===== src/rtl/decode_pkg.sv =====
// decode_pkg: shared types and encodings for the RV32I/M decode stage.
//   alu_op_t   - ALU operation selector
//   OPC_*      - major opcode values (instr[6:0])
//   IMM_*      - immediate format selector for downstream immediate generation
//   SRC_A_*    - ALU operand A source
//   RES_*      - write-back result source
//   ctrl_t     - complete control bundle produced by the decoder
package decode_pkg;

    typedef enum logic [4:0] {
        ALU_ADD, ALU_SUB, ALU_SLL, ALU_SLT, ALU_SLTU, ALU_XOR, ALU_SRL, ALU_SRA,
        ALU_OR, ALU_AND, ALU_MUL, ALU_MULH, ALU_MULHSU, ALU_MULHU,
        ALU_DIV, ALU_DIVU, ALU_REM, ALU_REMU
    } alu_op_t;

    localparam logic [6:0] OPC_LOAD   = 7'b0000011;
    localparam logic [6:0] OPC_OP_IMM = 7'b0010011;
    localparam logic [6:0] OPC_AUIPC  = 7'b0010111;
    localparam logic [6:0] OPC_STORE  = 7'b0100011;
    localparam logic [6:0] OPC_OP     = 7'b0110011;
    localparam logic [6:0] OPC_LUI    = 7'b0110111;
    localparam logic [6:0] OPC_BRANCH = 7'b1100011;
    localparam logic [6:0] OPC_JALR   = 7'b1100111;
    localparam logic [6:0] OPC_JAL    = 7'b1101111;

    localparam logic [6:0] F7_BASE   = 7'b0000000;
    localparam logic [6:0] F7_ALT    = 7'b0100000;
    localparam logic [6:0] F7_MULDIV = 7'b0000001;

    localparam logic [2:0] IMM_NONE = 3'b000;
    localparam logic [2:0] IMM_I    = 3'b001;
    localparam logic [2:0] IMM_S    = 3'b010;
    localparam logic [2:0] IMM_B    = 3'b011;
    localparam logic [2:0] IMM_U    = 3'b100;
    localparam logic [2:0] IMM_J    = 3'b101;

    localparam logic [1:0] SRC_A_RS1  = 2'd0;
    localparam logic [1:0] SRC_A_PC   = 2'd1;
    localparam logic [1:0] SRC_A_ZERO = 2'd2;

    localparam logic [1:0] RES_ALU = 2'd0;
    localparam logic [1:0] RES_MEM = 2'd1;
    localparam logic [1:0] RES_PC4 = 2'd2;

    typedef struct packed {
        logic       reg_write;
        logic [2:0] imm_src;
        logic [1:0] alu_src_a;
        logic       alu_src_b;    // 0 = rs2, 1 = immediate
        alu_op_t    alu_op;
        logic       mem_read;
        logic       mem_write;
        logic [2:0] mem_size;     // raw funct3
        logic [1:0] result_src;
        logic       branch;
        logic [2:0] branch_cond;  // raw funct3
        logic       jump;
        logic       jalr;
        logic       illegal;
    } ctrl_t;

    // Base integer op from funct3; alt selects SUB/SRA for funct3 000/101.
    function automatic alu_op_t base_alu_op(input logic [2:0] f3, input logic alt);
        case (f3)
            3'b000:  base_alu_op = alt ? ALU_SUB : ALU_ADD;
            3'b001:  base_alu_op = ALU_SLL;
            3'b010:  base_alu_op = ALU_SLT;
            3'b011:  base_alu_op = ALU_SLTU;
            3'b100:  base_alu_op = ALU_XOR;
            3'b101:  base_alu_op = alt ? ALU_SRA : ALU_SRL;
            3'b110:  base_alu_op = ALU_OR;
            default: base_alu_op = ALU_AND;
        endcase
    endfunction

    function automatic alu_op_t muldiv_alu_op(input logic [2:0] f3);
        case (f3)
            3'b000:  muldiv_alu_op = ALU_MUL;
            3'b001:  muldiv_alu_op = ALU_MULH;
            3'b010:  muldiv_alu_op = ALU_MULHSU;
            3'b011:  muldiv_alu_op = ALU_MULHU;
            3'b100:  muldiv_alu_op = ALU_DIV;
            3'b101:  muldiv_alu_op = ALU_DIVU;
            3'b110:  muldiv_alu_op = ALU_REM;
            default: muldiv_alu_op = ALU_REMU;
        endcase
    endfunction

endpackage


===== src/rtl/ctrl_decode_comb.sv =====
// ctrl_decode_comb: purely combinational RV32I (+ optional RV32M) control decoder.
//   instr  in   32-bit instruction word
//   ctrl   out  decoded control bundle; illegal encodings set ctrl.illegal and
//               have reg_write/mem_read/mem_write/branch/jump forced low
module ctrl_decode_comb
    import decode_pkg::*;
#(
    parameter bit EN_M = 1'b0
) (
    input  logic [31:0] instr,
    output ctrl_t       ctrl
);

    logic [6:0] opcode;
    logic [2:0] funct3;
    logic [6:0] funct7;
    logic       illegal;
    ctrl_t      c;
    logic       unused_bits;

    assign opcode      = instr[6:0];
    assign funct3      = instr[14:12];
    assign funct7      = instr[31:25];
    // Register index fields are carried by the stage, not decoded here.
    assign unused_bits = ^{instr[24:15], instr[11:7]};

    always_comb begin
        c             = '0;
        illegal       = 1'b0;
        c.mem_size    = funct3;
        c.branch_cond = funct3;
        case (opcode)
            OPC_LOAD: begin
                c.reg_write  = 1'b1;
                c.imm_src    = IMM_I;
                c.alu_src_b  = 1'b1;
                c.mem_read   = 1'b1;
                c.result_src = RES_MEM;
                illegal      = (funct3 == 3'b011) || (funct3[2:1] == 2'b11);
            end
            OPC_OP_IMM: begin
                c.reg_write = 1'b1;
                c.imm_src   = IMM_I;
                c.alu_src_b = 1'b1;
                // Only shifts use funct7; addi etc. carry immediate bits there.
                c.alu_op    = base_alu_op(funct3, (funct3 == 3'b101) && funct7[5]);
                if (funct3 == 3'b001) begin
                    illegal = (funct7 != F7_BASE);
                end else if (funct3 == 3'b101) begin
                    illegal = (funct7 != F7_BASE) && (funct7 != F7_ALT);
                end
            end
            OPC_STORE: begin
                c.imm_src   = IMM_S;
                c.alu_src_b = 1'b1;
                c.mem_write = 1'b1;
                illegal     = (funct3 > 3'b010);
            end
            OPC_OP: begin
                c.reg_write = 1'b1;
                if (funct7 == F7_BASE) begin
                    c.alu_op = base_alu_op(funct3, 1'b0);
                end else if (funct7 == F7_ALT) begin
                    c.alu_op = base_alu_op(funct3, 1'b1);
                    illegal  = (funct3 != 3'b000) && (funct3 != 3'b101);
                end else if (EN_M && (funct7 == F7_MULDIV)) begin
                    c.alu_op = muldiv_alu_op(funct3);
                end else begin
                    illegal = 1'b1;
                end
            end
            OPC_BRANCH: begin
                c.imm_src = IMM_B;
                c.branch  = 1'b1;
                c.alu_op  = ALU_SUB;
                illegal   = (funct3[2:1] == 2'b01);
            end
            OPC_LUI: begin
                c.reg_write = 1'b1;
                c.imm_src   = IMM_U;
                c.alu_src_a = SRC_A_ZERO;
                c.alu_src_b = 1'b1;
            end
            OPC_AUIPC: begin
                c.reg_write = 1'b1;
                c.imm_src   = IMM_U;
                c.alu_src_a = SRC_A_PC;
                c.alu_src_b = 1'b1;
            end
            OPC_JAL: begin
                c.reg_write  = 1'b1;
                c.imm_src    = IMM_J;
                c.alu_src_a  = SRC_A_PC;
                c.alu_src_b  = 1'b1;
                c.result_src = RES_PC4;
                c.jump       = 1'b1;
            end
            OPC_JALR: begin
                c.reg_write  = 1'b1;
                c.imm_src    = IMM_I;
                c.alu_src_a  = SRC_A_RS1;
                c.alu_src_b  = 1'b1;
                c.result_src = RES_PC4;
                c.jump       = 1'b1;
                c.jalr       = 1'b1;
                illegal      = (funct3 != 3'b000);
            end
            default: illegal = 1'b1;
        endcase

        // An illegal word still travels down the pipe but must not change state.
        if (illegal) begin
            c.reg_write = 1'b0;
            c.mem_read  = 1'b0;
            c.mem_write = 1'b0;
            c.branch    = 1'b0;
            c.jump      = 1'b0;
        end
        c.illegal = illegal;
    end

    assign ctrl = c;

endmodule


===== src/rtl/ctrl_decode_stage.sv =====
// ctrl_decode_stage: registered, handshaked decode stage between fetch and execute.
//   clk, rst_n          clock, asynchronous active-low reset
//   flush               synchronous kill of all buffered entries
//   in_valid/in_ready   upstream handshake carrying instr and pc
//   out_valid/out_ready downstream handshake carrying the decoded entry
//   out_ctrl            decoded control bundle
//   out_rd/rs1/rs2      register indices taken from the instruction
//   out_pc, out_instr   pass-through of pc and the raw word
//
// Handshake: a beat moves on a rising edge where valid && ready are both high.
// A producer holds valid and its payload until that edge; ready never depends on
// valid from the same side. out_* payload is stable while out_valid && !out_ready.
// With SKID=1 in_ready is a register (= skid empty); with SKID=0 it is
// !out_valid || out_ready.
module ctrl_decode_stage
    import decode_pkg::*;
#(
    parameter int XLEN = 32,
    parameter bit EN_M = 1'b0,
    parameter bit SKID = 1'b1
) (
    input  logic            clk,
    input  logic            rst_n,
    input  logic            flush,
    input  logic            in_valid,
    output logic            in_ready,
    input  logic [31:0]     instr,
    input  logic [XLEN-1:0] pc,
    output logic            out_valid,
    input  logic            out_ready,
    output ctrl_t           out_ctrl,
    output logic [4:0]      out_rd,
    output logic [4:0]      out_rs1,
    output logic [4:0]      out_rs2,
    output logic [XLEN-1:0] out_pc,
    output logic [31:0]     out_instr
);

    typedef struct packed {
        ctrl_t            ctrl;
        logic [4:0]       rd;
        logic [4:0]       rs1;
        logic [4:0]       rs2;
        logic [XLEN-1:0]  pc;
        logic [31:0]      instr;
    } entry_t;

    ctrl_t  dec_ctrl;
    entry_t in_entry;
    entry_t out_q;
    entry_t skid_q;
    logic   out_valid_q;
    logic   skid_valid_q;
    logic   in_ready_q;
    logic   accept;

    ctrl_decode_comb #(.EN_M(EN_M)) u_decode (
        .instr (instr),
        .ctrl  (dec_ctrl)
    );

    always_comb begin
        in_entry       = '0;
        in_entry.ctrl  = dec_ctrl;
        in_entry.rd    = instr[11:7];
        in_entry.rs1   = instr[19:15];
        in_entry.rs2   = instr[24:20];
        in_entry.pc    = pc;
        in_entry.instr = instr;
    end

    assign in_ready = SKID ? in_ready_q : (!out_valid_q || out_ready);
    assign accept   = in_valid && in_ready;

    // The skid slot is only written when the output is stalled and a beat is
    // accepted; with SKID=0 in_ready is low in that situation, so it stays empty.
    always_ff @(posedge clk or negedge rst_n) begin
        if (!rst_n) begin
            out_q        <= '0;
            skid_q       <= '0;
            out_valid_q  <= 1'b0;
            skid_valid_q <= 1'b0;
            in_ready_q   <= 1'b1;
        end else if (flush) begin
            out_valid_q  <= 1'b0;
            skid_valid_q <= 1'b0;
            in_ready_q   <= 1'b1;
        end else if (!out_valid_q || out_ready) begin
            // Output slot frees this edge: the older skid entry wins over new input.
            if (skid_valid_q) begin
                out_q        <= skid_q;
                out_valid_q  <= 1'b1;
                skid_valid_q <= 1'b0;
            end else if (accept) begin
                out_q       <= in_entry;
                out_valid_q <= 1'b1;
            end else begin
                out_valid_q <= 1'b0;
            end
            in_ready_q <= 1'b1;
        end else if (accept) begin
            skid_q       <= in_entry;
            skid_valid_q <= 1'b1;
            in_ready_q   <= 1'b0;
        end
    end

    assign out_valid = out_valid_q;
    assign out_ctrl  = out_q.ctrl;
    assign out_rd    = out_q.rd;
    assign out_rs1   = out_q.rs1;
    assign out_rs2   = out_q.rs2;
    assign out_pc    = out_q.pc;
    assign out_instr = out_q.instr;

endmodule


===== config.mk =====
export PLATFORM = sky130hd
export DESIGN_NAME = ctrl_decode_stage
export DESIGN_NICKNAME = d
export VERILOG_FILES = /design/src/rtl/decode_pkg.sv /design/src/rtl/ctrl_decode_comb.sv /design/src/rtl/ctrl_decode_stage.sv
export SDC_FILE = /design/constraint.sdc
export NUM_CORES = 1
export LEC_CHECK = 0
export CAP_MARGIN = 20
export CORE_UTILIZATION = 35
export DETAILED_ROUTE_END_ITERATION = 6
export MAX_ROUTING_LAYER = met4
export PLACE_DENSITY_LB_ADDON = 0.25
export SYNTH_ARGS = -nofsm -noshare
export SYNTH_HDL_FRONTEND = slang
export SYNTH_HIERARCHICAL = 1
export SYNTH_SLANG_ARGS = --single-unit

===== constraint.sdc =====
create_clock -name clk -period 4.2 [get_ports clk]
set_input_delay 1.26 -clock clk [delete_from_list [all_inputs] [get_ports clk]]
set_output_delay 1.26 -clock clk [all_outputs]
set_load 0.01 [all_outputs]

==> results by stage, run 1 <==
Synthesis:
- sky130_fd_sc_hd__dfrtp_1 takes more of the synthesized area than any other cell.
- The post-synthesis area per instance is 14.53 um^2.
- The area share of the largest cell type after synthesis is 53.20%.
- The Yosys step of the flow raised 6 warnings.
- In this run, synthesis inferred 0 flip-flops with an integrated enable.
- The count of mapped cells out of synthesis is 589.
- The cell area that synthesis handed to floorplanning was 0.008561 mm^2.
- Synthesis produced a netlist with a net count of 658.
- Sorting the synthesized cells by how often they occur yields sky130_fd_sc_hd__mux2_2 (261), sky130_fd_sc_hd__dfrtp_1 (182), sky130_fd_sc_hd__buf_4 (25).
- The number of library cell types mapped by synthesis is between 40 and 50.
- The most frequently used flop master after synthesis is sky130_fd_sc_hd__dfrtp_1.
- After synthesis, flip-flops and latches occupy 53.51% of the total area.
- The post-synthesis register bit count is 183.
- Of all flip-flops after synthesis, the portion carrying an async set or reset was 100.0%.
- Sorting the synthesized cells by area gives the leading types as sky130_fd_sc_hd__dfrtp_1 (53%), sky130_fd_sc_hd__mux2_2 (34%), sky130_fd_sc_hd__buf_6 (2.2%).
- In the post-synthesis netlist, the cell with the most instances is sky130_fd_sc_hd__mux2_2.

Worst setup path:
- The critical path is of the in -> reg type.
- The endpoint required time on the critical path is 4.50 ns.
- STA puts the critical path data arrival time at 3.66 ns.
- The worst setup path is launched from an input port.
- The critical path endpoint category is a register.
- The biggest fanout along the worst timing path is 9.

STA:
- The worst-case headroom to the max-slew limit is 37.41%.
- The minimum clock period after layout is 3.360 ns.
- Setup repair after global routing left no endpoint under its margin.
- The transition time at the pin with the least slew margin is 0.9389 ns.
- The worst path uses between 80% and 90% of the clock period.
- Derived from the worst setup path, the maximum achievable clock frequency is 297.6 MHz.
- The worst hold margin is approximately 0.48 ns.
- For the final routed database, the setup TNS stands at 0 ns.
- Setup slack on the critical path of the routed design comes to 0.8397 ns.
- The max-slew violation count is 0.
- The number of endpoints failing setup at the final stage is 0.
- The hold violation count in the final report was 0.
- Between clock sinks in the finished design, the worst skew comes to 0.009977 ns.

Clocking:
- The post-CTS setup repair buffer count is 0.
- After clock tree synthesis, the clock-pin slew on the worst setup and hold paths is about 0.060 ns.
- The TritonCTS clock tree is built.
- The number of gates resized after CTS was 0.
- The H-tree was split into 4 levels.
- The hold-fix buffer count after cts is 0.
- The tree is rooted in a sky130_fd_sc_hd__clkbuf_16.
- The buffer levels on the longest clock path is 2.
- The count of clock tree sinks is between 150 and 200.
- The clock insertion delay at the later pin of the skew report is 0.43 ns.
- The number of buffers created by CTS is 17.

Drt:
- The final routed wire length divided by cell count is 17.07 um.
- The detail route stage leaves a number of antenna-violating nets equal to 0.
- The post-route DRC violation count is 0.
- The count of routing violations after the opening detailed-route iteration is roughly 180.
- The detailed-route vias per instance is approximately 4.9.
- The total detailed-routing wirelength is 18250 um.
- The first detailed-routing pass ran for 4 iterations.
- The total number of vias is roughly 5200.

Floorplan:
- From bottom edge to top edge, the die measures 158.4 um.
- The width of the die is 158.4 um.
- After floorplanning, the core was divided into 56 placement rows.
- The floorplan step defined a die boundary enclosing 0.02509 mm^2.
- The total I/O pin count is 176.
- The initial core utilization is roughly 36%.
- The floorplan step defined a core boundary enclosing 0.02375 mm^2.

Placement:
- At the end of routability-driven placement, the weighted congestion stood at 0.7399.
- Timing analysis after detailed placement gives a worst setup slack of 0.4416 ns.
- In this run the tool buffered the top-level ports with 175 buffer cells.
- The final HPWL from detailed placement is between 10000 and 15000 um.

Finish:
- In the final layout, the share of cells above drive strength 1 is about two fifths.
- The final-stage net count is around 810.
- The area growth from synthesis to layout is 28.59%.
- The number of diodes is 0.
- For this run, the share of the core covered by cells in the final layout is 46.34%.

Global route:
- The via count of the first global-routing pass was 5594.
- The busiest layer in global routing is met2.
- The initial antenna violation count is 0.
- The residual overflow from global routing is 0.
- The met3 track demand over resource in global routing is about 3.7%.
- Entering global routing, the biggest net connects 114 pins.
- The global-route track usage on met2 is 25.56%.
- The total global routing track utilization is 15.76%.
- In the global route stage, met1 resource usage came out at 19.74%.
- The first-pass GRT wire length is roughly 29000 um.

Power and ir drop:
- In this run the static leakage power is 0.004585 uW.
- Across the VDD grid, the largest voltage drop is 0.2082 mV.
- The overall power is 5028 uW.
- The power per standard cell area is 456.7 mW/mm^2.

Status:
- The flow ran to the end, and the final reports show no timing, DRC or antenna violations.

Worst hold path:
- The path class of the tightest hold or removal check is reg -> reg.

Job:
- The number of violations of the max-capacitance limit is 0.
==> flip-flops by register name (all words and copies together), names as in the netlist <==
signal / flops
out_rs2: 4
out_instr: 20
skid_q: 90
skid_valid_q: 1
out_rd: 4
out_rs1: 4
in_ready: 1
out_pc: 32
out_ctrl: 26
out_valid: 1
==> cell families after synthesis <==
kind of cell	count (synthesis)	synth area share [%]
AO/OA/AOI/OAI	25	2.251
buffers and inverters	62	5.598
flip-flops	183	53.51
multiplexers	270	35.52
other	1	0.04380
AND/OR/NAND/NOR	48	3.084
==> cell type report <==
class,count,area [um^2]
Timing Repair Buffer,186,1888
Multi-Input combinational cell,344,3506
Clock inverter,12,165.2
Fill cell,2105,12740
Clock buffer,19,442.9
Tap cell,319,399.1
Inverter,6,22.52
Sequential cell,183,4584
==> cell usage in the layout (no fill, tap or decap), types with 2 or more instances in the layout <==
master                            count
sky130_fd_sc_hd__nand2_1             14
sky130_fd_sc_hd__clkdlybuf4s50_1    174
sky130_fd_sc_hd__mux2_2             261
sky130_fd_sc_hd__a211oi_1             2
sky130_fd_sc_hd__a31oi_1              2
sky130_fd_sc_hd__inv_1                6
sky130_fd_sc_hd__nand3_1              3
sky130_fd_sc_hd__clkinvlp_4           2
sky130_fd_sc_hd__nor4_1               2
sky130_fd_sc_hd__a21oi_1              7
sky130_fd_sc_hd__nor2_1              11
sky130_fd_sc_hd__nand2b_1             2
sky130_fd_sc_hd__inv_6                4
sky130_fd_sc_hd__buf_12               4
sky130_fd_sc_hd__nor2b_1              2
sky130_fd_sc_hd__o21ai_0              2
sky130_fd_sc_hd__nor3_1               3
sky130_fd_sc_hd__mux2_1               9
sky130_fd_sc_hd__clkbuf_8             2
sky130_fd_sc_hd__dfrtp_1            181
sky130_fd_sc_hd__a21o_1               3
sky130_fd_sc_hd__buf_4                7
sky130_fd_sc_hd__bufinv_16            3
sky130_fd_sc_hd__clkbuf_16           17
==> worst max-delay path, stage by stage <==
cell                              delay [ns]
sky130_fd_sc_hd__clkdlybuf4s50_1        0.60
sky130_fd_sc_hd__nor2_1                 0.41
sky130_fd_sc_hd__nand2_1                0.21
sky130_fd_sc_hd__o31ai_2                0.48
sky130_fd_sc_hd__nor3_1                 0.16
sky130_fd_sc_hd__mux2_2                 0.28
sky130_fd_sc_hd__mux2_2                 0.26
==> through the flow <==
step	std cells	cell area, um^2
4_1_cts	1069	11010
2_1_floorplan	589	8561
6_report	1069	11010
3_3_place_gp	1038	10400
3_5_place_dp	1038	10400
5_1_grt	1069	11010
==> where the power goes <==
group / switching [uW] / internal [uW]
Combinational: 377 / 681
Clock: 707 / 962
Sequential: 186 / 2120
Total: 1270 / 3760
==> path summary, 6_finish.rpt <==
check                                    startpoint                   endpoint  slack, ns  cells after the start
setup / recovery                           instr[6]   out_ctrl[25]$_DFFE_PN0P_       0.84                      7
hold / removal               skid_q[92]$_DFFE_PN0P_     skid_q[92]$_DFFE_PN0P_       0.48                      1
setup reg to reg           skid_valid_q$_DFFE_PN0P_      out_rd[2]$_DFFE_PN0P_       1.86                      3
hold reg to reg              skid_q[92]$_DFFE_PN0P_     skid_q[92]$_DFFE_PN0P_       0.48                      1
max in group asynchronous                     rst_n     out_rs1[2]$_DFFE_PN0P_       2.41                      2
min in group asynchronous                     rst_n  out_instr[11]$_DFFE_PN0P_       0.93                      1
==> per-layer routing <==
| metal | part of all wire (%) | wire, um |
|---|---|---|
| met1 | 46 | 8429 |
| met2 | 48 | 8819 |
| met3 | 4.5 | 825 |
| met4 | 0.98 | 178 |
| met5 | 0 | 0 |
No activity file was read; power rests on OpenSTA's default activity.
==> inputs of run 2 (changes only) <==
clock period = 3.1 ns   (was 4.2 ns; I/O delays follow)
==> results by stage, run 2 (same netlist as run 1, synthesis figures left out) <==
Clocking:
- The hold-fix buffer count after cts is 0 (unchanged).
- The number of buffers created by CTS was 17 (unchanged).
- The clock root buffer master is sky130_fd_sc_hd__clkbuf_16.
- The post-CTS setup repair buffer count is 0 (unchanged).
- The buffer levels on the longest clock path was 2 (unchanged).
- TritonCTS built the clock tree.
- The clock insertion delay at the later pin of the skew report was 0.42 ns (about the same).
- The number of levels in the clock H-tree is 4 (unchanged).
- The clock input transition at the sequential cells of the worst setup and hold paths is 0.07 ns (about the same).
- The count of clock tree sinks came to 183 (unchanged).
- The quantity of gates resized following cts is 0 (unchanged).

Drt:
- The total detailed-routing wirelength was 19030 um (+4.2%).
- The count of routing violations after the opening detailed-route iteration is 225 (+26%).
- The final routed wire length divided by cell count is 17.50 um (+2.5%).
- The total number of vias is 5289 (+1.3%).
- The post-route DRC violation count is 0 (unchanged).
- The length of the first detailed-routing pass in iterations is 6 (+2).
- The detailed-route vias per instance is 4.866 (-0.38%).
- The post-detailed-route count of antenna-violating nets is 0 (unchanged).

Global route:
- The residual overflow from global routing is 0 (unchanged).
- The total global routing track utilization is 16.29% (+0.53 points).
- The first-pass GRT wire length is 30330 um (+3.1%).
- The maximum number of pins on one net before global-route repair is 91 (-20%).
- The initial antenna violation count was 0 (unchanged).
- The via count of the first global-routing pass is 5687 (+1.7%).

Floorplan:
- The chip height is 158.4 um (unchanged).
- The width of the die is 158.4 um (unchanged).
- The die outline area is 0.02509 mm^2 (unchanged).
- The initial core utilization is 36.04% (unchanged).
- The placeable core region is 0.02375 mm^2 (unchanged).
- The row count is 56 (unchanged).
- The total I/O pin count came to 176 (unchanged).

Worst setup path:
- The endpoint arrival time on the critical path was 3.10 ns (-0.56 ns).
- The signal on the critical path passes through clkdlybuf4s50_1, nand3b_1, a211oi_2, a2111oi_4, o31ai_2, or2_1, mux2_2, mux2_2.
- The most frequent cell on the critical path is sky130_fd_sc_hd__mux2_2.
- The largest individual stage delay along the critical path comes from the cell sky130_fd_sc_hd__clkdlybuf4s50_1.
- The biggest fanout along the worst timing path was 7 (-2).
- The critical path endpoint category is a register.
- The longest individual stage delay on the worst path came to 0.58 ns (-0.02 ns).
- The path type of the worst setup path is in -> reg.
- The endpoint required time on the critical path was 3.40 ns (-1.10 ns).
- The kind of start point of the critical path is an input port.

Worst hold path:
- The min-delay analysis places its worst path in the category in -> async.

Power and ir drop:
- The static leakage is 0.004655 uW (+1.5%).
- The power per standard cell area was 601.1 mW/mm^2 (+32%).
- The worst voltage drop across the vdd grid came to 0.2778 mV (+33%).

STA:
- The clock skew was 0.01088 ns (+0.0008983 ns).
- Counting I/O delays and the setup requirement, the final critical path takes between 2 and 3 ns.
- The number of endpoints failing setup at the final stage is 0 (unchanged).
- The worst-case headroom to the max-slew limit is 63.37% (+26 points).
- Setup repair after global routing left no endpoint under its margin.
- The final period utilization is between 90% and 100%.
- The worst setup slack after layout is 0.2963 ns (-0.5433 ns).
- The top achievable clock speed is 356.7 MHz.
- The transition time at the pin with the least slew margin is 0.5494 ns (-0.3894 ns).
- The hold violation count in the final report is 0 (unchanged).
- The max-slew violation count is 0 (unchanged).

Finish:
- The fraction of layout instances using a drive strength above 1 was 43.10% (+1.2 points).
- The number of flip-flops under the largest register name is 90 (unchanged).
- The final core utilization is 46.89% (+0.55 points).
- The register area came to 0.004584 mm^2 (unchanged).
- The fill cell total of the finished layout was 2098 (-0.33%).
- The footprint of the multi-input gates is 0.003506 mm^2 (unchanged).
- The final-stage net count is 824 (+2.1%).
- The synthesis-to-layout area growth is 30.11%.
- skid_q holds more flip-flops than any other register.
- The leading cell type in the layout, fill and taps excluded is sky130_fd_sc_hd__mux2_2.
- The number of diodes came to 0 (unchanged).
- The top cell types in the final layout, fill and taps aside, are sky130_fd_sc_hd__mux2_2 (261), sky130_fd_sc_hd__dfrtp_1 (181), sky130_fd_sc_hd__clkdlybuf4s50_1 (174).

Placement:
- The routability congestion estimate from global placement is 0.9147 (+24%).
- The post-place setup slack came to -0.08634 ns (-0.5280 ns).
- The final HPWL from detailed placement is 13000 um (+7.7%).
- The count of input and output buffers was 175 (unchanged).

Status:
- The flow ran to the end, and the final reports show no timing, DRC or antenna violations.

Job:
- The number of violations of the max-capacitance limit was 0 (unchanged).
-- run 2: worst max-delay path, delay by kind of cell --
| family | cells | cell delay, ns |
|---|---|---|
| AO/OA/AOI/OAI | 3 | 0.57 |
| buffers and inverters | 1 | 0.58 |
| AND/OR/NAND/NOR | 2 | 0.48 |
| multiplexers | 2 | 0.52 |
-- run 2: report_power, final --
group | total, uW | internal, uW | switching [uW]
clock | 2120 | 1140 | 982
sequential | 3110 | 2870 | 246
combinational | 1460 | 937 | 528
total | 6690 | 4940 | 1760
-- run 2: area by class of cell --
class,instances,area share [%]
inverter,6,0.2022
tap,319,3.583
sequential,183,41.16
multi-input combinational,344,31.48
clock inverter,13,1.258
timing repair buffer,203,18.43
clock buffer,19,3.887
-- run 2: metal layers --
layer  vias to the layer above  track usage, %  wire [um]
met5                         -               -          0
met4                         0           4.029        125
met3                         6           4.246       1025
met2                       155           26.94       9281
met1                      2698           19.79       8594
li1                       2430               -          -
-- run 2: worst paths after layout --
path | start | end | slack (ns) | depth (start not counted)
min | rst_n | out_instr[12]$_DFFE_PN0P_ | 0.47 | 1
max | instr[6] | out_ctrl[0]$_DFFE_PN0P_ | 0.30 | 8
max reg2reg | in_ready$_DFFE_PN1P_ | out_instr[2]$_DFFE_PN0P_ | 1.23 | 4
min reg2reg | skid_q[48]$_DFFE_PN0P_ | skid_q[48]$_DFFE_PN0P_ | 0.48 | 1
max in group asynchronous | rst_n | skid_q[90]$_DFFE_PN0P_ | 1.86 | 2
min in group clk | skid_q[48]$_DFFE_PN0P_ | skid_q[48]$_DFFE_PN0P_ | 0.48 | 1
-- run 2: per-stage QoR --
| stage | setup TNS [ns] | instances | hold slack [ns] | total power [uW] | area [um^2] |
|---|---|---|---|---|---|
| 6_report | 0 | 1087 | 0.4733 | 6695 | 11140 |
| 3_3_place_gp | -0.001593 | 1055 | 0.4623 | 4572 | 10570 |
| 5_1_grt | 0 | 1087 | 0.4805 | 7066 | 11140 |
| 2_1_floorplan | 0 | 589 | 0.4522 | 3885 | 8561 |
| 3_5_place_dp | -0.2180 | 1055 | 0.4729 | 4644 | 10570 |
| 4_1_cts | 0 | 1087 | 0.4790 | 6813 | 11140 |
==> inputs of run 3 (changes only) <==
SLEW_MARGIN = 20   (was not set)
==> results of run 3 <==
No change in the layout: final DEF, timing and power equal those of run 2.
